`src/rtl/seg7_pkg.sv`:
```
// Shared types and segment patterns for the multiplexed 7-segment scanner.
// Patterns are active-high, bit order {g,f,e,d,c,b,a}.
package seg7_pkg;

  typedef enum logic {
    OFF  = 1'b0,
    SCAN = 1'b1
  } state_t;

  typedef logic [1:0] digit_t;

  localparam logic [6:0] SEG_0     = 7'b0111111;
  localparam logic [6:0] SEG_1     = 7'b0000110;
  localparam logic [6:0] SEG_2     = 7'b1011011;
  localparam logic [6:0] SEG_3     = 7'b1001111;
  localparam logic [6:0] SEG_4     = 7'b1100110;
  localparam logic [6:0] SEG_5     = 7'b1101101;
  localparam logic [6:0] SEG_6     = 7'b1111101;
  localparam logic [6:0] SEG_7     = 7'b0000111;
  localparam logic [6:0] SEG_8     = 7'b1111111;
  localparam logic [6:0] SEG_9     = 7'b1101111;
  localparam logic [6:0] SEG_DASH  = 7'b1000000;
  localparam logic [6:0] SEG_BLANK = 7'b0000000;

  function automatic logic is_bcd(input logic [3:0] n);
    return n <= 4'd9;
  endfunction

endpackage

```
`src/rtl/seg7_decode.sv`:
```
// Combinational nibble to active-high segment pattern decoder.
// Non-BCD nibbles show a dash; blank overrides everything.
module seg7_decode
  import seg7_pkg::*;
(
  input  logic [3:0] nibble,
  input  logic       blank,
  output logic [6:0] seg
);

  always_comb begin
    seg = SEG_DASH;
    if (blank) begin
      seg = SEG_BLANK;
    end else begin
      case (nibble)
        4'd0:    seg = SEG_0;
        4'd1:    seg = SEG_1;
        4'd2:    seg = SEG_2;
        4'd3:    seg = SEG_3;
        4'd4:    seg = SEG_4;
        4'd5:    seg = SEG_5;
        4'd6:    seg = SEG_6;
        4'd7:    seg = SEG_7;
        4'd8:    seg = SEG_8;
        4'd9:    seg = SEG_9;
        default: seg = SEG_DASH;
      endcase
    end
  end

endmodule

```
`src/rtl/seg7_scan.sv`:
```
// Four-digit multiplexed BCD display scanner with tear-free frame updates.
// Optional SEG7_LEADING_ZERO_BLANK_EN blanks leading zeros on digits 3..1.
module seg7_scan
  import seg7_pkg::*;
#(
  parameter int SCAN_DIV       = 100000,
  parameter bit SEG_ACTIVE_LOW = 1'b1,
  parameter bit AN_ACTIVE_LOW  = 1'b1
) (
  input  logic        clk,
  input  logic        rst,
  input  logic [15:0] bcd_in,
  input  logic        bcd_valid,
  input  logic        en,
  output logic [6:0]  seg,
  output logic [3:0]  an,
  output logic        bcd_err
);

  localparam int CNT_W = $clog2(SCAN_DIV);
  localparam logic [CNT_W-1:0] CNT_MAX = CNT_W'(SCAN_DIV - 1);
  localparam logic [6:0] SEG_OFF = SEG_ACTIVE_LOW ? 7'h7F : 7'h00;
  localparam logic [3:0] AN_OFF  = AN_ACTIVE_LOW ? 4'hF : 4'h0;

  state_t           state_q, state_d;
  logic [CNT_W-1:0] cnt_q, cnt_d;
  digit_t           digit_q, digit_d;
  logic [15:0]      disp_q, disp_d;
  logic [15:0]      pend_q, pend_d;
  logic             pend_vld_q, pend_vld_d;
  logic             err_q, err_d;
  logic [6:0]       seg_q, seg_d;
  logic [3:0]       an_q, an_d;

  logic       tick;
  logic       frame_end;
  logic       bad_nibble;
  logic [3:0] cur_nib;
  logic [3:0] sel;
  logic       blank;
  logic [6:0] seg_pat;

  assign tick      = (state_q == SCAN) && (cnt_q == CNT_MAX);
  assign frame_end = tick && (digit_q == 2'd3);
  assign cur_nib   = disp_q[{digit_q, 2'b00} +: 4];
  assign sel       = 4'b0001 << digit_q;

  assign bad_nibble = !is_bcd(bcd_in[3:0])  ||
                      !is_bcd(bcd_in[7:4])  ||
                      !is_bcd(bcd_in[11:8]) ||
                      !is_bcd(bcd_in[15:12]);

`ifdef SEG7_LEADING_ZERO_BLANK_EN
  // A digit blanks only when it and every digit above it are zero.
  always_comb begin
    blank = 1'b0;
    unique case (digit_q)
      2'd3:    blank = (disp_q[15:12] == 4'h0);
      2'd2:    blank = (disp_q[15:8] == 8'h00);
      2'd1:    blank = (disp_q[15:4] == 12'h000);
      default: blank = 1'b0;
    endcase
  end
`else
  assign blank = 1'b0;
`endif

  seg7_decode u_dec (
    .nibble (cur_nib),
    .blank  (blank),
    .seg    (seg_pat)
  );

  always_comb begin
    state_d    = state_q;
    cnt_d      = cnt_q;
    digit_d    = digit_q;
    disp_d     = disp_q;
    pend_d     = pend_q;
    pend_vld_d = pend_vld_q;
    err_d      = err_q;
    seg_d      = SEG_OFF;
    an_d       = AN_OFF;

    unique case (state_q)
      OFF: begin
        cnt_d   = '0;
        digit_d = '0;
        if (en) state_d = SCAN;
        if (pend_vld_q) begin
          disp_d     = pend_q;
          pend_vld_d = 1'b0;
        end
      end
      SCAN: begin
        if (!en) state_d = OFF;
        cnt_d = tick ? '0 : cnt_q + 1'b1;
        if (tick) digit_d = digit_q + 2'd1;
        an_d  = AN_ACTIVE_LOW ? ~sel : sel;
        seg_d = SEG_ACTIVE_LOW ? ~seg_pat : seg_pat;
        if (frame_end && pend_vld_q) begin
          disp_d     = pend_q;
          pend_vld_d = 1'b0;
        end
      end
      default: state_d = OFF;
    endcase

    // A strobe on the frame boundary bypasses the pending slot.
    if (bcd_valid) begin
      pend_d     = bcd_in;
      pend_vld_d = 1'b1;
      if (bad_nibble) err_d = 1'b1;
      if (frame_end) begin
        disp_d     = bcd_in;
        pend_vld_d = 1'b0;
      end
    end
  end

  always_ff @(posedge clk) begin
    if (rst) begin
      state_q    <= OFF;
      cnt_q      <= '0;
      digit_q    <= '0;
      disp_q     <= '0;
      pend_q     <= '0;
      pend_vld_q <= 1'b0;
      err_q      <= 1'b0;
      seg_q      <= SEG_OFF;
      an_q       <= AN_OFF;
    end else begin
      state_q    <= state_d;
      cnt_q      <= cnt_d;
      digit_q    <= digit_d;
      disp_q     <= disp_d;
      pend_q     <= pend_d;
      pend_vld_q <= pend_vld_d;
      err_q      <= err_d;
      seg_q      <= seg_d;
      an_q       <= an_d;
    end
  end

  assign seg     = seg_q;
  assign an      = an_q;
  assign bcd_err = err_q;

endmodule

```
`config.mk`:
```
export PLATFORM = sky130hd
export DESIGN_NAME = seg7_scan
export DESIGN_NICKNAME = d
export VERILOG_FILES = /design/src/rtl/seg7_pkg.sv /design/src/rtl/seg7_decode.sv /design/src/rtl/seg7_scan.sv
export SDC_FILE = /design/constraint.sdc
export NUM_CORES = 1
export LEC_CHECK = 0
export ABC_CLOCK_PERIOD_IN_PS = 4300
export CAP_MARGIN = 10
export CORE_AREA = 2 2 73 75
export CTS_CLUSTER_SIZE = 12
export DETAILED_ROUTE_END_ITERATION = 8
export DIE_AREA = 0 0 75 77
export DONT_BUFFER_PORTS = 1
export MAX_ROUTING_LAYER = met4
export PLACE_DENSITY = 0.85
export SETUP_SLACK_MARGIN = 0.2
export SLEW_MARGIN = 0
export SYNTH_ARGS = -nofsm -noshare
export SYNTH_HDL_FRONTEND = slang
export SYNTH_SLANG_ARGS = --single-unit
export TNS_END_PERCENT = 5
```
`constraint.sdc`:
```
create_clock -name clk -period 4.3 [get_ports clk]
set_input_delay 0 -clock clk [delete_from_list [all_inputs] [get_ports clk]]
set_output_delay 0 -clock clk [all_outputs]
set_load 0.02 [all_outputs]
```
==> flow_summary_export.csv <==
group,metric,value,unit
min_path,whs_path_depth,3,
synth,ys_warn_count,0,
grt,grt_pass1_wl,11060,microns
clocking,path_clk_slew,0.07,ns
synth,synth_cells,347,
power,combPwrFrac,10.1,%
drt,avgRoutedWirePerCell,14.78,microns
power,p_sw,0.3115,mW
cells_and_area,fill_cells,385,
power,finalPower,1.286,mW
setup_path,required,4.54,ns
synth,synthAdderAreaFrac,4.497,%
floorplanning,fp.dieH,77,microns
synth,synth_top_family_by_area,"simple AND/OR/NAND/NOR gates",
cells_and_area,drive_gt1_share,7.258,%
grt,antenna_found_initial,0,
synth,synth-edff-count,0,
power,clkPwrFrac,39.0,%
grt,grtUsageTotal,26.00,%
grt,grt_max_degree,38,
min_path,hp-class,"in -> reg",
run_status,status,"complete, no violations",
sta,hold_viol_final,0,
floorplanning,dieArea,5775,sq um
placed_design,dp_hpwl,3893,microns
sta,rsz0062_at_grt,"false",
sta,min_period,2.841,ns
drt,detailroute.via_count,2474,
synth,synthSimpleGateAreaFrac,21.38,%
power,internal_power,0.9740,mW
setup_path,rrSetupSlack,1.46,ns
cells_and_area,antennaDiodeCount,0,
sta,final-setup-viol-count,0,
setup_path,worst_setup_path_end_kind,"register",
grt,grt_pass1_vias,2403,
power,peakVddDrop,0.0002804,V
drt,drt-pass1-iter-count,4,
clocking,root_buffer,"clkbuf_8",
clocking,cts_max_path_buffers,2,
synth,synthXorXnorAreaFrac,4.293,%
floorplanning,io_pins,32,
placed_design,place_congestion,0.8347,
setup_path,r2r_start,"cnt_q[0]",
power,p_leak,1.351,nW
clocking,cts_tree,"yes",
sta,timing.final.crit_share,66.08,%
drt,vias_per_cell,5.597,
synth,yosysSeqAreaShare,42.52,%
placed_design,io_buffers,0,
drt,drc,0,
clocking,numCtsBuffers,9,
setup_path,worstPathArrival,3.08,ns
clocking,insertion_delay,0.35,ns
power,p_sw_share,24.23,%
synth,synth_cell_types,43,
clocking,clock_sinks,65,
synth,ys_ff_latch,65,
grt,overflow,0,
power,p_per_area,362.8,nW/um^2
sta,holdWs,0.04838,ns
cells_and_area,area_growth,15.78,%
placed_design,place_ws,1.815,ns
clocking,htree_num_levels,3,
sta,setup_ws,1.459,ns
synth,syn_area_per_cell,8.820,sq um
floorplanning,row_count,26,
sta,clock.fmax,351.9,MHz
sta,max-slew-margin-rel,41.84,%
sta,tightest_slew,0.8712,ns
synth,async_flop_share,0,%
setup_path,r2r_cells,6,
setup_path,crit_type,"reg -> reg",
synth,synthFlopType,"dfxtp_1",
cells_and_area,multi_input_area,1587,sq um
setup_path,crit_fanout,21,
sta,tns,0,ns
cells_and_area,seqCellArea,1301,sq um
drt,drt_wl_total,6534,microns
cells_and_area,final_nets,398,
sta,drv_slew,0,
synth,synth_nets,378,
synth,syn_area,3060,sq um
min_path,worstHoldStart,"bcd_valid",
setup_path,r2r-end,"pend_vld_q",
drt,drtAntennaViolNets,0,
synth,synth_mux_area_share,9.321,%
drt,drtIter0Drc,130,
sta,skew,0.008488,ns
run,maxCapViolations,0,
min_path,min_to,"pend_q[9]",
floorplanning,die_x,75,microns
power,power_frac_seq,50.9,%
floorplanning,initial_core_util,61.49,%
synth,synth-compound-area-share,12.35,%
floorplanning,core,4977,sq um
setup_path,cp-start-kind,"register",
[repair_timing]
item | 4_1_cts | 5_1_grt
hold buffers | 31 | 0
buffers inserted | 0 | 0
resized for setup | 0 | 0
hold endpoints to repair | 45 | 0
[cells in the final DEF (no fill, tap or decap), types with 2 or more instances in the layout]
master,instances
nor2_1,70
dfxtp_1,65
dlygate4sd3_1,29
o21ai_0,27
a21oi_1,21
mux2i_1,18
nand4b_1,15
nand2_1,14
inv_1,13
o21ai_1,12
ha_1,11
clkbuf_8,10
xor2_1,9
nand4_1,7
xnor2_1,6
and3_1,5
mux4_2,4
nand3_1,4
clkbuf_1,3
o22ai_1,2
a21oi_2,2
nor2b_1,2
clkinv_2,2
buf_12,2
[area by class of cell]
| cell class | count | area share (%) |
|---|---|---|
| clock buffer | 13 | 4.202 |
| sequential | 65 | 36.72 |
| inverter | 13 | 1.377 |
| timing repair buffer | 31 | 9.322 |
| tap | 70 | 2.472 |
| clock inverter | 3 | 1.130 |
| multi-input combinational | 247 | 44.77 |
[power groups by stage]
| stage | logic [mW] | registers [mW] | clock network (mW) |
|---|---|---|---|
| after floorplan | 0.0885 | 0.658 | 0 |
| after global placement | 0.0833 | 0.667 | 0 |
| after detailed placement | 0.0870 | 0.667 | 0 |
| after CTS | 0.126 | 0.654 | 0.511 |
| after global routing | 0.144 | 0.657 | 0.541 |
| final | 0.129 | 0.655 | 0.501 |
[cells in the mapped netlist (2+ instances only)]
cell / n / area share (%)
mux2i_1: 18 / 5.9
nor2_1: 70 / 8.6
ha_1: 11 / 4.5
o22ai_1: 2 / 0.41
dfxtp_1: 65 / 43
clkbuf_1: 9 / 1.1
a21oi_2: 2 / 0.57
and3_1: 5 / 1.0
o21ai_0: 27 / 4.4
nand4b_1: 15 / 4.3
nand4_1: 7 / 1.4
mux4_2: 4 / 2.9
inv_1: 13 / 1.6
buf_4: 3 / 0.74
buf_6: 3 / 1.1
nor2b_1: 2 / 0.41
nand3_1: 4 / 0.65
buf_2: 5 / 0.82
xnor2_1: 6 / 1.7
xor2_1: 9 / 2.6
a21oi_1: 21 / 3.4
nand2_1: 14 / 1.7
o21ai_1: 12 / 2.0
[kinds of logic after synthesis]
logic type	count (synthesis)
AO/OA/AOI/OAI	69
XOR/XNOR	15
adder cells (fa/ha/maj)	11
buffers and inverters	35
flip-flops	65
multiplexers	23
AND/OR/NAND/NOR	129
[how the worst max path moves through the flow]
| stage | slack [ns] | startpoint | depth (start not counted) | to |
|---|---|---|---|---|
| 2_1_floorplan | 2.53 | cnt_q[0] | 8 | disp_q[6] |
| 5_1_grt | 1.25 | cnt_q[0] | 6 | pend_vld_q |
| 3_3_place_gp | 1.94 | cnt_q[0] | 6 | disp_q[6] |
| 3_5_place_dp | 1.81 | cnt_q[0] | 6 | disp_q[6] |
| 4_1_cts | 1.47 | cnt_q[0] | 6 | pend_vld_q |
| 6_report | 1.46 | cnt_q[0] | 6 | pend_vld_q |
[worst max-delay path, stage by stage, from the launching register on]
cell           delay (ns)
dfxtp_1              0.39
ha_1                 0.22
and4_1               0.33
and4_4               0.43
and2_1               0.61
a211oi_1             0.16
dlygate4sd3_1        0.59
[sequential cells by signal, indices dropped and copies added (netlist names)]
register and count:
disp_q 16, bcd_err 1, seg 7, digit_q 2, an 4, state_q 1, pend_vld_q 1, cnt_q 17
pend_q 16
[per-stage QoR]
stage	util [%]	std cells	cell area [sq um]
detailed placement	60.76	395	3024
finish	71.19	442	3543
global placement	60.76	395	3024
global route	71.19	442	3543
floorplan	-	347	3060
CTS	71.19	442	3543
[per-layer routing]
layer / GRT usage, % / share of wire (%) / vias up
met5: - / 0 / -
met2: 38.77 / 50 / 88
li1: - / - / 1233
met4: 10.71 / 1.3 / 0
met3: 8.541 / 6.4 / 9
met1: 32.06 / 42 / 1144
Note: power is estimated with default switching activity, not from simulation.
